<file path="src/rtl/instr_fetch_unit_pkg.sv">
// Shared definitions for the fetch front end: constants, FSM states, FIFO entry layout.
// Latency: n/a (types and helpers only).
// Backpressure: n/a.
package instr_fetch_unit_pkg;

  localparam logic [31:0] NOP_INSTR    = 32'h0000_0000;
  localparam logic [31:0] RESET_PC_DEF = 32'h0000_0000;
  localparam int          DEPTH_DEF    = 4;

  // At most one memory request is ever outstanding; DROP means the request
  // still on the bus belongs to a path that a redirect has already abandoned.
  typedef enum logic [1:0] {
    ST_IDLE = 2'd0,
    ST_WAIT = 2'd1,
    ST_DROP = 2'd2
  } fetch_state_e;

  // One prefetched word together with the address it was fetched from.
  typedef struct packed {
    logic [31:0] pc;
    logic [31:0] instr;
  } fetch_entry_t;

  // Fetch addresses are always word aligned; the low two bits are discarded.
  function automatic logic [31:0] word_align(input logic [31:0] a);
    return a & ~32'h0000_0003;
  endfunction

endpackage

</file>
<file path="src/rtl/instr_fetch_unit_if.sv">
// Bundle of the fetch unit's memory handshake, hazard/redirect inputs and F/D outputs.
// Latency: n/a (wiring only).
// Backpressure: imem_req holds until imem_ack; stallD holds the head word.
interface instr_fetch_unit_if;
  import instr_fetch_unit_pkg::*;

  logic        imem_req;
  logic [31:0] imem_addr;
  logic        imem_ack;
  logic [31:0] imem_rdata;
  logic        stallD;
  logic        redirect;
  logic [31:0] redirect_addr;
  logic        validF;
  logic [31:0] instrF;
  logic [31:0] pcF;

  // master: the fetch unit itself
  modport master (
    output imem_req, imem_addr, validF, instrF, pcF,
    input  imem_ack, imem_rdata, stallD, redirect, redirect_addr
  );

  // slave: instruction memory plus the decode/hazard side
  modport slave (
    input  imem_req, imem_addr, validF, instrF, pcF,
    output imem_ack, imem_rdata, stallD, redirect, redirect_addr
  );

endinterface

</file>
<file path="src/rtl/instr_fetch_unit_fetch_fifo.sv">
// Prefetch FIFO of {pc, instr} entries with push/pop/flush; head is visible combinationally.
// Latency: a pushed word is at the head the cycle after the push edge when the FIFO was empty.
// Backpressure: pop ignored when empty, push ignored when full unless a pop frees a slot; flush wins.
// Ports: clk, rst_n, push_i, pop_i, flush_i, wdata_i -> head_o, count_o, full_o, empty_o.
module fetch_fifo
  import instr_fetch_unit_pkg::*;
#(
  parameter  int DEPTH = DEPTH_DEF,
  localparam int PW    = $clog2(DEPTH),
  localparam int CW    = PW + 1
) (
  input  logic          clk,
  input  logic          rst_n,
  input  logic          push_i,
  input  logic          pop_i,
  input  logic          flush_i,
  input  fetch_entry_t  wdata_i,
  output fetch_entry_t  head_o,
  output logic [CW-1:0] count_o,
  output logic          full_o,
  output logic          empty_o
);

  fetch_entry_t  mem_q [DEPTH];
  logic [PW-1:0] rd_ptr_q, rd_ptr_d;
  logic [PW-1:0] wr_ptr_q, wr_ptr_d;
  logic [CW-1:0] count_q,  count_d;
  logic          do_push, do_pop;

  assign empty_o = (count_q == '0);
  assign full_o  = (count_q == CW'(DEPTH));
  assign count_o = count_q;
  assign head_o  = mem_q[rd_ptr_q];

  assign do_pop  = pop_i && !empty_o;
  assign do_push = push_i && (!full_o || do_pop);

  always_comb begin
    rd_ptr_d = rd_ptr_q;
    wr_ptr_d = wr_ptr_q;
    count_d  = count_q;
    if (flush_i) begin
      rd_ptr_d = '0;
      wr_ptr_d = '0;
      count_d  = '0;
    end else begin
      // DEPTH is a power of two, so the pointers wrap by plain overflow.
      if (do_push) wr_ptr_d = wr_ptr_q + PW'(1);
      if (do_pop)  rd_ptr_d = rd_ptr_q + PW'(1);
      case ({do_push, do_pop})
        2'b10:   count_d = count_q + CW'(1);
        2'b01:   count_d = count_q - CW'(1);
        default: count_d = count_q;
      endcase
    end
  end

  always_ff @(posedge clk or negedge rst_n) begin
    if (!rst_n) begin
      rd_ptr_q <= '0;
      wr_ptr_q <= '0;
      count_q  <= '0;
    end else begin
      rd_ptr_q <= rd_ptr_d;
      wr_ptr_q <= wr_ptr_d;
      count_q  <= count_d;
    end
  end

  // Storage needs no reset: the head is only trusted while count is nonzero.
  always_ff @(posedge clk) begin
    if (do_push && !flush_i) mem_q[wr_ptr_q] <= wdata_i;
  end

endmodule

</file>
<file path="src/rtl/instr_fetch_unit.sv">
// Fetch front end: PC generation, single-outstanding imem req/ack, prefetch FIFO, redirect flush.
// Latency: request rises the edge after IDLE; a word acked on edge N is at the head after edge N.
// Backpressure: no new request while the FIFO is full; stallD holds the head; redirect flushes all.
// Ports: clk, Reset (async active-low), bus (master modport: imem req/ack, stallD, redirect, F outputs).
module instr_fetch_unit
  import instr_fetch_unit_pkg::*;
#(
  parameter int          DEPTH    = DEPTH_DEF,
  parameter logic [31:0] RESET_PC = RESET_PC_DEF
) (
  input  logic                  clk,
  input  logic                  Reset,
  instr_fetch_unit_if.master    bus
);

  localparam int            CW      = $clog2(DEPTH) + 1;
  localparam logic [CW-1:0] DEPTH_C = CW'(DEPTH);

  fetch_state_e  state_q, state_d;
  logic [31:0]   fetch_pc_q, fetch_pc_d;
  logic [31:0]   addr_q, addr_d;

  logic          fifo_push, fifo_pop, fifo_flush;
  logic          fifo_full, fifo_empty;
  logic [CW-1:0] fifo_count;
  fetch_entry_t  fifo_wdata, fifo_head;

  // Redirect outranks everything on its edge: it flushes, blocks the pop
  // and suppresses the push of any word returning on that same edge.
  assign fifo_flush = bus.redirect;
  assign fifo_pop   = !fifo_empty && !bus.stallD && !bus.redirect;

  // In WAIT fetch_pc still equals the address on the bus, so it tags the word.
  assign fifo_wdata = '{pc: fetch_pc_q, instr: bus.imem_rdata};

  always_comb begin
    state_d    = state_q;
    fetch_pc_d = fetch_pc_q;
    addr_d     = addr_q;
    fifo_push  = 1'b0;
    case (state_q)
      ST_IDLE: begin
        if (!bus.redirect && (fifo_count < DEPTH_C)) begin
          state_d = ST_WAIT;
          addr_d  = fetch_pc_q;
        end
      end
      ST_WAIT: begin
        if (bus.imem_ack) begin
          state_d = ST_IDLE;
          if (!bus.redirect) begin
            fifo_push  = 1'b1;
            fetch_pc_d = fetch_pc_q + 32'd4;
          end
        end else if (bus.redirect) begin
          state_d = ST_DROP;
        end
      end
      ST_DROP: begin
        if (bus.imem_ack) state_d = ST_IDLE;
      end
      default: state_d = ST_IDLE;
    endcase
    if (bus.redirect) fetch_pc_d = word_align(bus.redirect_addr);
  end

  always_ff @(posedge clk or negedge Reset) begin
    if (!Reset) begin
      state_q    <= ST_IDLE;
      fetch_pc_q <= RESET_PC;
      addr_q     <= RESET_PC;
    end else begin
      state_q    <= state_d;
      fetch_pc_q <= fetch_pc_d;
      addr_q     <= addr_d;
    end
  end

  fetch_fifo #(.DEPTH(DEPTH)) u_fifo (
    .clk     (clk),
    .rst_n   (Reset),
    .push_i  (fifo_push),
    .pop_i   (fifo_pop),
    .flush_i (fifo_flush),
    .wdata_i (fifo_wdata),
    .head_o  (fifo_head),
    .count_o (fifo_count),
    .full_o  (fifo_full),
    .empty_o (fifo_empty)
  );

  // Requests are gated on free space and only one is in flight, so the
  // returning word always has a slot.
  assert property (@(posedge clk) disable iff (!Reset) !(fifo_push && fifo_full && !fifo_pop));

  assign bus.imem_req  = (state_q != ST_IDLE);
  assign bus.imem_addr = addr_q;
  assign bus.validF    = !fifo_empty;
  assign bus.instrF    = fifo_empty ? NOP_INSTR : fifo_head.instr;
  assign bus.pcF       = fifo_empty ? 32'h0     : fifo_head.pc;

endmodule

</file>
<file path="src/flat_wrapper.sv">
// flat-port wrapper written by rule: the top's interface ports become plain ports
module instr_fetch_unit_flat import instr_fetch_unit_pkg::*;
#(
  parameter int          DEPTH    = DEPTH_DEF,
  parameter logic [31:0] RESET_PC = RESET_PC_DEF
)
  (clk, Reset, bus_imem_req, bus_imem_addr, bus_validF, bus_instrF, bus_pcF, bus_imem_ack, bus_imem_rdata, bus_stallD, bus_redirect, bus_redirect_addr);
  instr_fetch_unit_if bus_i ();
  input  logic clk;
  input  logic Reset;
  output wire logic [$bits(bus_i.imem_req)-1:0] bus_imem_req;
  output wire logic [$bits(bus_i.imem_addr)-1:0] bus_imem_addr;
  output wire logic [$bits(bus_i.validF)-1:0] bus_validF;
  output wire logic [$bits(bus_i.instrF)-1:0] bus_instrF;
  output wire logic [$bits(bus_i.pcF)-1:0] bus_pcF;
  input wire logic [$bits(bus_i.imem_ack)-1:0] bus_imem_ack;
  input wire logic [$bits(bus_i.imem_rdata)-1:0] bus_imem_rdata;
  input wire logic [$bits(bus_i.stallD)-1:0] bus_stallD;
  input wire logic [$bits(bus_i.redirect)-1:0] bus_redirect;
  input wire logic [$bits(bus_i.redirect_addr)-1:0] bus_redirect_addr;
  assign bus_imem_req = bus_i.imem_req;
  assign bus_imem_addr = bus_i.imem_addr;
  assign bus_validF = bus_i.validF;
  assign bus_instrF = bus_i.instrF;
  assign bus_pcF = bus_i.pcF;
  assign bus_i.imem_ack = bus_imem_ack;
  assign bus_i.imem_rdata = bus_imem_rdata;
  assign bus_i.stallD = bus_stallD;
  assign bus_i.redirect = bus_redirect;
  assign bus_i.redirect_addr = bus_redirect_addr;
  instr_fetch_unit #(.DEPTH(DEPTH), .RESET_PC(RESET_PC)) u_core (.clk(clk), .Reset(Reset), .bus(bus_i));
endmodule
</file>
<file path="config.mk">
export PLATFORM = sky130hd
export DESIGN_NAME = instr_fetch_unit_flat
export DESIGN_NICKNAME = d
export VERILOG_FILES = /design/src/rtl/instr_fetch_unit_pkg.sv /design/src/rtl/instr_fetch_unit_if.sv /design/src/rtl/instr_fetch_unit_fetch_fifo.sv /design/src/rtl/instr_fetch_unit.sv /design/src/flat_wrapper.sv
export SDC_FILE = /design/constraint.sdc
export NUM_CORES = 1
export LEC_CHECK = 0
export ABC_CLOCK_PERIOD_IN_PS = 8500
export CAP_MARGIN = 20
export CORE_ASPECT_RATIO = 2
export CORE_MARGIN = 4
export CORE_UTILIZATION = 50
export CTS_BUF_LIST = sky130_fd_sc_hd__clkbuf_8
export CTS_CLUSTER_DIAMETER = 40
export DETAILED_ROUTE_END_ITERATION = 7
export PLACE_DENSITY = 0.75
export SLEW_MARGIN = 20
export SYNTH_ARGS = -nofsm -noshare
export SYNTH_HDL_FRONTEND = slang
export SYNTH_SLANG_ARGS = --single-unit
export TNS_END_PERCENT = 30
</file>
<file path="constraint.sdc">
create_clock -name clk -period 8.5 [get_ports clk]
set_clock_uncertainty 0.1 [all_clocks]
set_input_delay 0.85 -clock clk [delete_from_list [all_inputs] [get_ports clk]]
set_output_delay 0.85 -clock clk [all_outputs]
set_load 0.02 [all_outputs]
</file>
== After elaboration in Yosys (flattened, before gate mapping) ==
Memories as Yosys holds them, arrays and structs flattened.
Cells that the tools add are included.
Widths: inputs -> output; s select.

* Logic and storage cells: 64
* Memories kept: 1
* Register bits: 73
* Bits of input ports: 69
* Output and inout port bits: 98
* Bits in writable memories: 256

{| class="wikitable"
|+ Memory list
! memory !! depth !! bits a word !! rd ports !! clocked after Yosys merged registers in !! wr ports !! RTL line !! source
|-
| u_core.u_fifo.mem_q || 4 || 64 || 1 || 0 || 1 || instr_fetch_unit_fetch_fifo.sv:24 || <nowiki>fetch_entry_t mem_q [DEPTH];</nowiki>
|}

* Order comparisons: 1
* Equality and inequality tests: 8
* Multiplexer cells: 21
* Add/sub/neg operators: 5
* Reduce and logical (&&, ||, !) cells: 22

{| class="wikitable"
|+ Operators by type and width
! kind !! number
|-
| $mux 32 || 5
|-
| $add 32x3->32 const B || 1
|-
| $mux 2 || 8
|-
| $reduce_bool 2->1 || 5
|-
| $logic_and 1x1->1 || 6
|-
| $pmux 2 s3 || 1
|-
| $pmux 3 s2 || 1
|-
| $mux 1 || 5
|-
| $add 2x1->2 const B || 2
|-
| $eq 2x1->1 const B || 2
|-
| $eq 2x2->1 const B || 2
|-
| $logic_not 1->1 || 4
|-
| $reduce_and 2->1 || 2
|-
| $add 3x1->3 const B || 1
|-
| $eq 3x3->1 const B || 1
|-
| $logic_not 3->1 || 1
|-
| $lt 3x3->1 const B || 1
|-
| $mux 3 || 1
|-
| $ne 3x3->1 const B || 1
|-
| $reduce_and 3->1 || 1
|-
| $reduce_bool 3->1 || 1
|-
| $sub 3x1->3 const B || 1
|-
| $logic_not 2->1 || 1
|-
| $ne 2x1->1 const B || 1
|-
| other kinds (2) || 2
|}

== Logic depth before layout (Yosys ltp) ==
Gate-level depths: netlist of the first run.

* Depth after elaboration: 10
* Gate-level depth with buffers: 8
* Depth with buffers taken out: 7

== Hierarchy ==
A second synthesis of the first run with hierarchy kept.

* Cell total of the unflattened synthesis: 733
* Area, all modules: 13228.9 um^2

{| class="wikitable"
|+ By module, submodules not included
! module !! instances !! cells each !! area each (um^2)
|-
| fetch_fifo || 1 || 401 || 9801.9
|-
| instr_fetch_unit || 1 || 332 || 3427.0
|}

== Worst setup path before layout of the first run ==
OpenSTA, ideal clock, no wires.

* Path type: input to register
* From: input port bus_imem_ack
* To: memory u_core.u_fifo.mem_q[0][0] (netlist bit) (enable)
* Setup slack: 4.998 ns
* Stages: 3
* Arrival time: 2.976 ns
* Path through: nand3b_2 -> a311oi_2 -> and2_1

* Word-level cells in the longest chain between the ends: 6

{| class="wikitable"
|+ Ends and longest elaborated chain
! element !! RTL line !! source
|-
| start: declaration || flat_wrapper.sv:16 || <nowiki>input wire logic [$bits(bus_i.imem_ack)-1:0] bus_imem_ack;</nowiki>
|-
| $mux 1 || instr_fetch_unit.sv:49 || <nowiki>if (bus.imem_ack) begin</nowiki>
|-
| $mux 1 || instr_fetch_unit.sv:41 || <nowiki>case (state_q)</nowiki>
|-
| $logic_and 1x1->1 || instr_fetch_unit_fetch_fifo.sv:36 || <nowiki>assign do_push = push_i && (!full_o || do_pop);</nowiki>
|-
| $logic_and 1x1->1 || instr_fetch_unit_fetch_fifo.sv:72 || <nowiki>if (do_push && !flush_i) mem_q[wr_ptr_q] <= wdata_i;</nowiki>
|-
| $mux 1 || instr_fetch_unit_fetch_fifo.sv:72 ||
|-
| $mux 1 (not written as such) || instr_fetch_unit_fetch_fifo.sv:72 ||
|-
| end: declaration || instr_fetch_unit_fetch_fifo.sv:24 ||
|}

Every way passes these cells.

== Final worst setup path of the first run ==
* From: register u_core.u_fifo.rd_ptr_q[0]
* To: output port bus_pcF[30]

* Word-level cells in the longest chain between the ends: 2

{| class="wikitable"
|+ Ends and longest elaborated chain
! element !! RTL line !! source
|-
| start: declaration || instr_fetch_unit_fetch_fifo.sv:25 || <nowiki>logic [PW-1:0] rd_ptr_q, rd_ptr_d;</nowiki>
|-
| start signal: assignment || instr_fetch_unit_fetch_fifo.sv:64 || <nowiki>rd_ptr_q <= rd_ptr_d;</nowiki>
|-
| $mem_v2 4x64 || - ||
|-
| $mux 32 || instr_fetch_unit.sv:100 || <nowiki>assign bus.pcF = fifo_empty ? 32'h0 : fifo_head.pc;</nowiki>
|-
| end: declaration || flat_wrapper.sv:15 || <nowiki>output wire logic [$bits(bus_i.pcF)-1:0] bus_pcF;</nowiki>
|}

Every way passes these cells.

==> out/results.tsv, run 1 <==
stage	metric	value	unit
clock_tree	clkTransAtPathRegs	70	ps
clock_tree	cts_tree	yes	
logic_synthesis	ys_seq_elements	317	
place	gp_congestion	0.821	
layout	drive_above_1_share	18.3	%
layout	layout_common_cells	edfxtp_1 (248), clkdlybuf4s50_1 (159), nor2b_1 (67), dfrtp_1 (67), mux4_2 (62)	
global_route	first_global_vias	7479	
layout	mostFrequentLayoutCell	edfxtp_1	
global_route	grt_max_degree	70	
floorplanning	std_cell_rows	82	
logic_synthesis	synth.distinct_cells	46	
floorplanning	die-area	28400	um^2
power_and_ir_drop	vdd_drop_max	203	uV
global_route	use_met1	22.2	%
logic_synthesis	synth_cells	731	
routing	drtIter0Drc	481	
clock_tree	cts-buffers-inserted	42	
global_route	grt_remaining_overflow	0	
clock_tree	ctsRootBufferMaster	clkbuf_8	
floorplanning	io_pins	167	
setup_path	path_class	reg2out	
place	portBuffers	160	
logic_synthesis	syn_area_per_cell	17.5	um^2
routing	via_per_inst	5.51	
timing	max_slew_margin	34.8	%
timing	worst_pin_slew	977	ps
routing	dr.pass1.iters	4	
setup_path	crit_family	buffers and inverters	
setup_path	arrival	3430	ps
layout	area_delta_synth_final	21.3	%
clock_tree	clock_latency	550	ps
floorplanning	die_y	234	um
timing	min_period_over_period	51.6	%
layout	fin_nets	973	
global_route	grt_busiest_layer	met2	
power_and_ir_drop	pwr_density_cell	284	nW/um^2
clock_tree	hold_buffers	0	
clock_tree	post-cts-setup-buffers	0	
place	dp.final_hpwl	15800	um
routing	avgRoutedWirePerCell	20.4	um
routing	drt-total-wl	25900	um
global_route	met2_usage	34.1	%
floorplanning	core	25100	um^2
timing	final_hold_viol_count	0	
place	placed_cell_area	14700	um^2
setup_path	path_max_fanout	44	
worst_hold_path	worstHoldPathType	in2async	
logic_synthesis	netlist_area	12800	um^2
timing	rsz0062_at_grt	no	
setup_path	required	7550	ps
clock_tree	cts_max_level	2	
setup_path	critPathSlowestCell	buf_4	
setup_path	timing.critical_path.buf_inv	2	
logic_synthesis	synth-main-ff-cell	edfxtp_1	
clock_tree	clock_tree.buffer_depth	3	
global_route	antenna_found_initial	1	
setup_path	path_cells	buf_4 > mux4_2 > nor2b_1 > clkdlybuf4s50_1	
timing	max_freq	0.228	GHz
floorplanning	die_w	121	um
run	maxCapViolCount	0	
run_status	status	completed	
clock_tree	clock_sinks	317	
floorplanning	start_util	51.0	%
layout	fin_area	15500	um^2
setup_path	cp-start-kind	flop	
timing	period_needed	4380	ps
timing	fin_tns_setup	0	ps
power_and_ir_drop	leakage	0.00510	uW
logic_synthesis	synth_edf_count	248	
global_route	grt_pass1_wl	40600	um
setup_path	critPathMaxStageDelay	790	ps
layout	fill_cells	1885	
routing	antenna_left	0	
global_route	grt_usage	18.6	%
logic_synthesis	synth_seq_area_share	71.6	%
routing	via_count	6986	
global_route	grtUsageMet3	2.07	%
timing	finalSetupViolations	0	
timing	drv_slew	0	
routing	drc_errors	0	
setup_path	worst_setup_path_end_kind	output port	
clock_tree	ctsResizeCount	0	
logic_synthesis	yosysWarnings	0	
logic_synthesis	synthArstFlopShare	21.8	%
-- kinds of logic after synthesis --
logic type | Yosys count | synth area share, %
compound gates | 55 | 2.70
xor+xnor | 11 | 0.752
fa+ha+maj | 6 | 0.644
buf+inv | 55 | 1.81
flops | 317 | 71.6
mux | 97 | 13.9
other cells | 1 | 0.0293
simple gates | 189 | 8.54
-- worst paths after layout --
check / from / end / slack, ps / cells after the start
hold reg to reg: u_core.bus.imem_addr[7] / u_core.bus.imem_addr[7] / 410 / 1
min in group clk: u_core.bus.imem_addr[7] / u_core.bus.imem_addr[7] / 410 / 1
max in group asynchronous: Reset / u_core.u_fifo.rd_ptr_q[0] / 7300 / 1
setup / recovery: u_core.u_fifo.rd_ptr_q[0] / bus_pcF[30] / 4120 / 4
hold / removal: Reset / u_core.bus.imem_addr[6] / 310 / 1
setup reg to reg: u_core.u_fifo.count_o[2] / u_core.u_fifo.count_o[2] / 5550 / 8
-- power by group --
| part | switching [uW] | internal (uW) | total [uW] |
|---|---|---|---|
| clock | 539 | 573 | 1110 |
| combinational | 699 | 680 | 1380 |
| sequential | 119 | 1810 | 1930 |
-- layout make-up --
cell class              instances  area (um^2)  area share (%)
clock inverters                30          183            1.17
repair buffers                165         1640            10.5
clock buffers                  47          647            4.16
flip-flops and latches        317         9180            59.0
inverters                      10         37.5           0.241
diodes                          1         2.50          0.0161
multi-input cells             362         3440            22.1
well taps                     336          420            2.70
-- layer usage --
layer  share of wire (%)  routed length [um]  vias to the layer above
li1                    -                   -                     3191
met1                  37                9580                     3530
met2                  56               14500                      209
met3                 3.9                1000                       56
met4                 3.3                 854                        0
met5                   0                   0                        -
-- state kept, by name, summed over array words and instances, names as in the netlist --
signal	cells
u_core.u_fifo.mem_q	248
u_core.bus.imem_addr	30
u_core.fetch_pc_q	30
u_core.u_fifo.count_o	3
u_core.state_q	2
u_core.u_fifo.rd_ptr_q	2
u_core.u_fifo.wr_ptr_q	2
-- per-stage QoR --
stage | util (%) | total power [uW] | setup slack, ps | hold slack (ps) | instances
global placement | 58.5 | 3350 | 4560 | 391 | 1190
CTS | 61.8 | 4490 | 3960 | 322 | 1267
detailed placement | 58.5 | 3370 | 4560 | 395 | 1190
global route | 61.9 | 4630 | 3840 | 362 | 1268
floorplan | - | 2710 | 5000 | 374 | 734
finish | 61.9 | 4420 | 4120 | 313 | 1268
-- synthesized netlist by cell type (all sizes together), types with 5 or more instances --
library cell / count / area, um^2
mux2: 33 / 372
inv: 9 / 33.8
clkbuf: 31 / 116
edfxtp: 248 / 7450
mux4: 62 / 1400
nand2: 24 / 90.1
nor2: 23 / 86.3
o31ai: 12 / 90.1
nor2b: 67 / 419
xnor2: 9 / 78.8
buf: 14 / 77.6
nand3: 10 / 50.1
o21ai: 18 / 90.1
or4: 18 / 139
nor3: 7 / 35.0
a31oi: 18 / 113
nand4: 9 / 56.3
dfrtp: 69 / 1730
or3: 9 / 56.3
ha: 5 / 62.6
Power figures use the tool's default switching activity.
==> inputs of run 2 (changes only) <==
- ABC_CLOCK_PERIOD_IN_PS: 8500 -> 3540
- PLACE_DENSITY: 0.75 -> 0.78
- clock period: 8.5 -> 3.54 ns (I/O delays scaled with it)
==> run 2 against run 1 <==
  * First-iteration DRC count is 28% lower
  * Worst hold slack worse by 37 ps
  * Combinational power is 150% higher
  * Critical endpoint is now bus_pcF[22]
  * Largest power group unchanged
==> out/results.tsv, run 2 (synthesized netlist as in run 1, its figures left out) <==
stage	metric	value	unit	change
layout	fin_nets	989		+1.6%
timing	fin_hold_ws	276	ps	-37.4 ps
layout	largest_reg_flops	248		unchanged
global_route	grt_pass1_wl	40300	um	-0.92%
run_status	status	completed		
clock_tree	post-cts-setup-buffers	0		unchanged
timing	fin_tns_setup	0	ps	unchanged
setup_path	critPathMaxStageDelay	720	ps	-70 ps
routing	via_per_inst	5.54		+0.58%
global_route	first_global_vias	7536		+0.76%
power_and_ir_drop	pwr_density_cell	681	nW/um^2	+140%
clock_tree	cts_tree	yes		
layout	drive_above_1_share	19.5	%	+1.2 points
routing	avgRoutedWirePerCell	20.2	um	-1.2%
power_and_ir_drop	power	10700	uW	+140%
timing	finalSetupViolations	0		unchanged
floorplanning	die-area	28400	um^2	unchanged
timing	min_period_over_period	93.2	%	
timing	max_slew_margin	39.8	%	+4.9 points
layout	layout_common_cells	edfxtp_1 (248), clkdlybuf4s50_1 (159), nor2b_1 (67), dfrtp_1 (67), mux4_2 (62)		
clock_tree	clkTransAtPathRegs	70	ps	about the same
place	gp_congestion	0.829		+0.93%
setup_path	required	3090	ps	-4460 ps
clock_tree	clock_tree.buffer_depth	3		unchanged
power_and_ir_drop	leakage	0.00521	uW	+2.1%
place	dp.final_hpwl	16800	um	+6.4%
floorplanning	start_util	51.0	%	unchanged
timing	final_hold_viol_count	0		unchanged
setup_path	arrival	2840	ps	-590 ps
layout	final_util	62.8	%	+0.90 points
layout	fill_cells	1802		-4.4%
routing	dr.pass1.iters	5		+1
clock_tree	clock_latency	540	ps	about the same
clock_tree	ctsRootBufferMaster	clkbuf_8		
global_route	grt_remaining_overflow	0		unchanged
clock_tree	ctsResizeCount	0		unchanged
clock_tree	cts_max_level	2		unchanged
layout	multi_input_area	3440	um^2	unchanged
layout	register_area	9180	um^2	about the same
place	portBuffers	160		unchanged
setup_path	critPathSlowestCell	dfrtp_4		
global_route	antenna_found_initial	1		unchanged
setup_path	cp-start-kind	flop		
routing	via_count	7104		+1.7%
clock_tree	clock_sinks	317		unchanged
floorplanning	std_cell_rows	82		unchanged
floorplanning	die_w	121	um	unchanged
floorplanning	core	25100	um^2	unchanged
layout	area_delta_synth_final	23.1	%	
worst_hold_path	worstHoldPathType	in2reg		
setup_path	path_max_fanout	22		-50%
global_route	grt_usage	18.6	%	-0.039 points
timing	worst_pin_slew	903	ps	-74.0 ps
timing	rsz0062_at_grt	no		
routing	drt-total-wl	25900	um	-0.12%
timing	max_freq	0.303	GHz	
floorplanning	die_y	234	um	unchanged
power_and_ir_drop	vdd_drop_max	480	uV	+140%
layout	mostFrequentLayoutCell	edfxtp_1		
routing	antenna_left	0		unchanged
floorplanning	io_pins	167		unchanged
setup_path	worst_setup_path_end_kind	output port		
timing	period_needed	3300	ps	
routing	drtIter0Drc	344		-28%
run	maxCapViolCount	0		unchanged
timing	drv_slew	0		unchanged
clock_tree	cts-buffers-inserted	43		+2.4%
setup_path	path_class	reg2out		
setup_path	path_cells	buf_12 > mux4_2 > nor2b_1 > clkdlybuf4s50_1		
layout	regMostFlops	u_core.u_fifo.mem_q		
global_route	grt_max_degree	70		unchanged
routing	drc_errors	0		unchanged
## run 2: per-stage QoR
step                instances  worst slack, ps  instance area, um^2
floorplan                 734              338                12800
global placement         1204              715                14900
detailed placement       1204              677                14900
CTS                      1281              130                15800
global route             1282             93.1                15800
finish                   1282              241                15800
## run 2: final timing paths
kind / depth (start not counted) / slack (ps) / from / to
min in group asynchronous: 2 / 360 / Reset / u_core.bus.imem_addr[5]
max reg2reg: 5 / 890 / u_core.fetch_pc_q[2] / u_core.fetch_pc_q[24]
max in group asynchronous: 2 / 2290 / Reset / u_core.u_fifo.rd_ptr_q[1]
max: 4 / 240 / u_core.u_fifo.rd_ptr_q[0] / bus_pcF[22]
min: 3 / 280 / bus_redirect_addr[13] / u_core.fetch_pc_q[13]
min reg2reg: 1 / 400 / u_core.bus.imem_addr[30] / u_core.bus.imem_addr[30]
## run 2: area by class of cell
class,instances,share of cell area [%]
clock buffer,44,3.84
tap,336,2.66
timing repair buffer,180,11.7
antenna,1,0.0159
clock inverter,32,1.55
sequential,317,58.2
multi-input combinational,362,21.8
inverter,10,0.238
## run 2: worst max-delay path: cells and delay by family, from the launching register on
kind	cells	cell delay, ps
buf+inv	2	860
simple gates	1	190
flops	1	720
mux	1	510
## run 2: report_power, final
| part | total (uW) | internal [uW] | leakage [uW] | switching, uW |
|---|---|---|---|---|
| Clock | 2740 | 1460 | 0.000480 | 1280 |
| Sequential | 4620 | 4340 | 0.00304 | 286 |
| Combinational | 3390 | 1700 | 0.00168 | 1690 |
| Total | 10700 | 7490 | 0.00521 | 3250 |
## run 2: routing by layer
| layer | up-vias | routed length (um) | GRT usage [%] |
|---|---|---|---|
| met4 | 0 | 1200 | 9.43 |
| li1 | 3223 | - | - |
| met2 | 232 | 14100 | 34.4 |
| met3 | 82 | 1170 | 2.48 |
| met1 | 3567 | 9370 | 20.7 |
| met5 | - | 0 | 0 |
## run 2: repair_timing
action,CTS,global route
endpoints found under the hold margin,69,0
endpoints found under the setup margin,0,0
hold buffers,1,0
==> inputs of run 3 (changes only) <==
- ABC_CLOCK_PERIOD_IN_PS: 3540 -> 2800
- clock period: 3.54 -> 2.8 ns (I/O delays scaled with it)
==> run 3 against run 2 <==
  * Total power grew 28%
  * Die area is the same
  * Final cell count grew 1.6%
  * Clock-buffer cell count grew 3
  * Clock power grew 35%
  * Routed wire length grew 3.6%
  * Critical path depth grew 1
  * Critical path type unchanged
  * Highest routed layer unchanged
==> out/results.tsv, run 3 (synthesized netlist as in run 1, its figures left out) <==
stage	metric	value	unit	change
layout	largest_reg_flops	248		unchanged
run	maxCapViolCount	0		unchanged
place	pre_cts_ws	147	ps	-529 ps
setup_path	required	2420	ps	-670 ps
setup_path	critPathSlowestCell	dfrtp_4		
power_and_ir_drop	pwr_density_cell	858	nW/um^2	+26%
clock_tree	clock_tree.buffer_depth	3		unchanged
clock_tree	cts_max_level	2		unchanged
setup_path	rr_worst_depth	4		-1
timing	max_slew_margin	39.0	%	-0.73 points
global_route	grt_remaining_overflow	0		unchanged
setup_path	cp-start-kind	flop		
place	placed_cell_area	15100	um^2	+1.4%
setup_path	r2r_start	u_core.fetch_pc_q[5]		
floorplanning	die-area	28400	um^2	unchanged
setup_path	path_max_fanout	13		-41%
power_and_ir_drop	leakage	0.00560	uW	+7.6%
floorplanning	std_cell_rows	82		unchanged
layout	fin_nets	1009		+2.0%
clock_tree	clock_sinks	317		unchanged
layout	stdcell_count	1302		+1.6%
setup_path	worstSetupStartpoint	u_core.u_fifo.rd_ptr_q[0]		
layout	regMostFlops	u_core.u_fifo.mem_q		
place	portBuffers	160		unchanged
floorplanning	die_w	121	um	unchanged
clock_tree	ctsRootBufferMaster	clkbuf_8		
setup_path	r2r-end	u_core.fetch_pc_q[26]		
layout	area_delta_synth_final	25.2	%	
timing	fin_tns_setup	0	ps	unchanged
power_and_ir_drop	vdd_drop_max	693	uV	+44%
layout	drive_above_1_share	22.2	%	+2.7 points
layout	fin_area	16000	um^2	+1.7%
global_route	grt_max_degree	70		unchanged
layout	register_area	9180	um^2	unchanged
layout	layout_common_cells	edfxtp_1 (248), clkdlybuf4s50_1 (97), nor2b_1 (67), dfrtp_1 (67), mux4_2 (62)		
routing	drc_errors	0		unchanged
setup_path	path_cells	buf_12 > buf_12 > mux4_2 > nor2b_1 > dlygate4sd2_1		
floorplanning	core	25100	um^2	unchanged
clock_tree	cts-buffers-inserted	43		unchanged
routing	drtIter0Drc	452		+31%
worst_hold_path	hold-path-cell-count	3		unchanged
layout	fill_cells	1819		+0.94%
timing	fin_hold_ws	203	ps	-72.7 ps
routing	dr.pass1.iters	4		-1
global_route	antenna_found_initial	1		unchanged
routing	antenna_left	0		unchanged
global_route	grt_pass1_wl	41200	um	+2.3%
setup_path	crit_top_cell	buf_12		
setup_path	endpoint	bus_instrF[3]		
worst_hold_path	worstHoldPathType	in2reg		
run_status	status	completed		
routing	avgRoutedWirePerCell	20.6	um	+2.0%
timing	period_needed	2680	ps	
timing	final_hold_viol_count	0		unchanged
timing	drv_slew	0		unchanged
clock_tree	cts_tree	yes		
routing	via_per_inst	5.55		+0.17%
timing	min_period_over_period	95.7	%	
floorplanning	start_util	51.0	%	unchanged
floorplanning	io_pins	167		unchanged
timing	max_freq	0.373	GHz	
layout	multi_input_area	3450	um^2	+0.18%
floorplanning	die_y	234	um	unchanged
routing	drt-total-wl	26800	um	+3.6%
clock_tree	clkTransAtPathRegs	70	ps	about the same
global_route	grt_usage	18.9	%	+0.36 points
timing	worst_pin_slew	914	ps	+10.9 ps
setup_path	critPathMaxStageDelay	510	ps	-210 ps
setup_path	worst_setup_path_end_kind	output port		
timing	rsz0062_at_grt	no		
place	gp_congestion	0.827		-0.25%
timing	finalWorstSetupSlack	121	ps	-120 ps
place	dp_cells	1217		+1.1%
setup_path	arrival	2300	ps	-540 ps
place	dp.final_hpwl	17000	um	+1.3%
global_route	first_global_vias	7533		-0.040%
setup_path	path_class	reg2out		
layout	mostFrequentLayoutCell	edfxtp_1		
setup_path	r2r_slack	380	ps	-510 ps
routing	via_count	7227		+1.7%
clock_tree	clock_latency	540	ps	about the same
timing	finalSetupViolations	0		unchanged
==> run 3: final cells by class <==
type	instances	share of cell area, %
clock buffers	47	4.03
diodes	1	0.0156
flip-flops and latches	317	57.2
multi-input cells	362	21.5
inverters	10	0.234
well taps	336	2.62
clock inverters	29	1.68
repair buffers	200	12.7
==> run 3: critical path, delay by kind of cell, from the launching register on <==
kind	cells	cell delay, ps
mux	1	470
simple gates	1	130
flops	1	510
buf+inv	3	650
==> run 3: worst min path at each step <==
stage | from | endpoint | slack (ps)
after floorplan | Reset | u_core.bus.imem_addr[10] | -120
after global placement | Reset | u_core.bus.imem_addr[6] | 340
after detailed placement | Reset | u_core.bus.imem_addr[5] | 350
after CTS | bus_redirect_addr[8] | u_core.fetch_pc_q[8] | 150
after global routing | bus_redirect_addr[8] | u_core.fetch_pc_q[8] | 200
final | bus_redirect_addr[8] | u_core.fetch_pc_q[8] | 200
==> run 3: power by group <==
group	switching [uW]	internal [uW]
clock network	1660	2030
registers	322	5480
logic	2250	2030
==> run 3: layer usage <==
metal / routed length, um / track usage [%] / share of wire, % / vias up
met5: 0 / 0 / 0 / -
met4: 1150 / 9.33 / 4.3 / 0
met3: 1120 / 2.43 / 4.2 / 68
met2: 14900 / 34.3 / 56 / 226
met1: 9620 / 21.9 / 36 / 3680
li1: - / - / - / 3253
==> run 3: repair_timing <==
action | CTS | global route
pin swaps | 0 | 1
resized for setup | 72 | 3
gates cloned | 0 | 1
hold endpoints to repair | 69 | 0
hold buffers | 1 | 0
buffers inserted | 4 | 2
setup endpoints to repair | 63 | 11
==> run 3: stage by stage <==
stage / total power, uW / util (%)
2_1_floorplan: 8230 / -
3_3_place_gp: 10300 / 60.2
3_5_place_dp: 10400 / 60.2
4_1_cts: 13900 / 63.7
5_1_grt: 14400 / 63.8
6_report: 13800 / 63.8
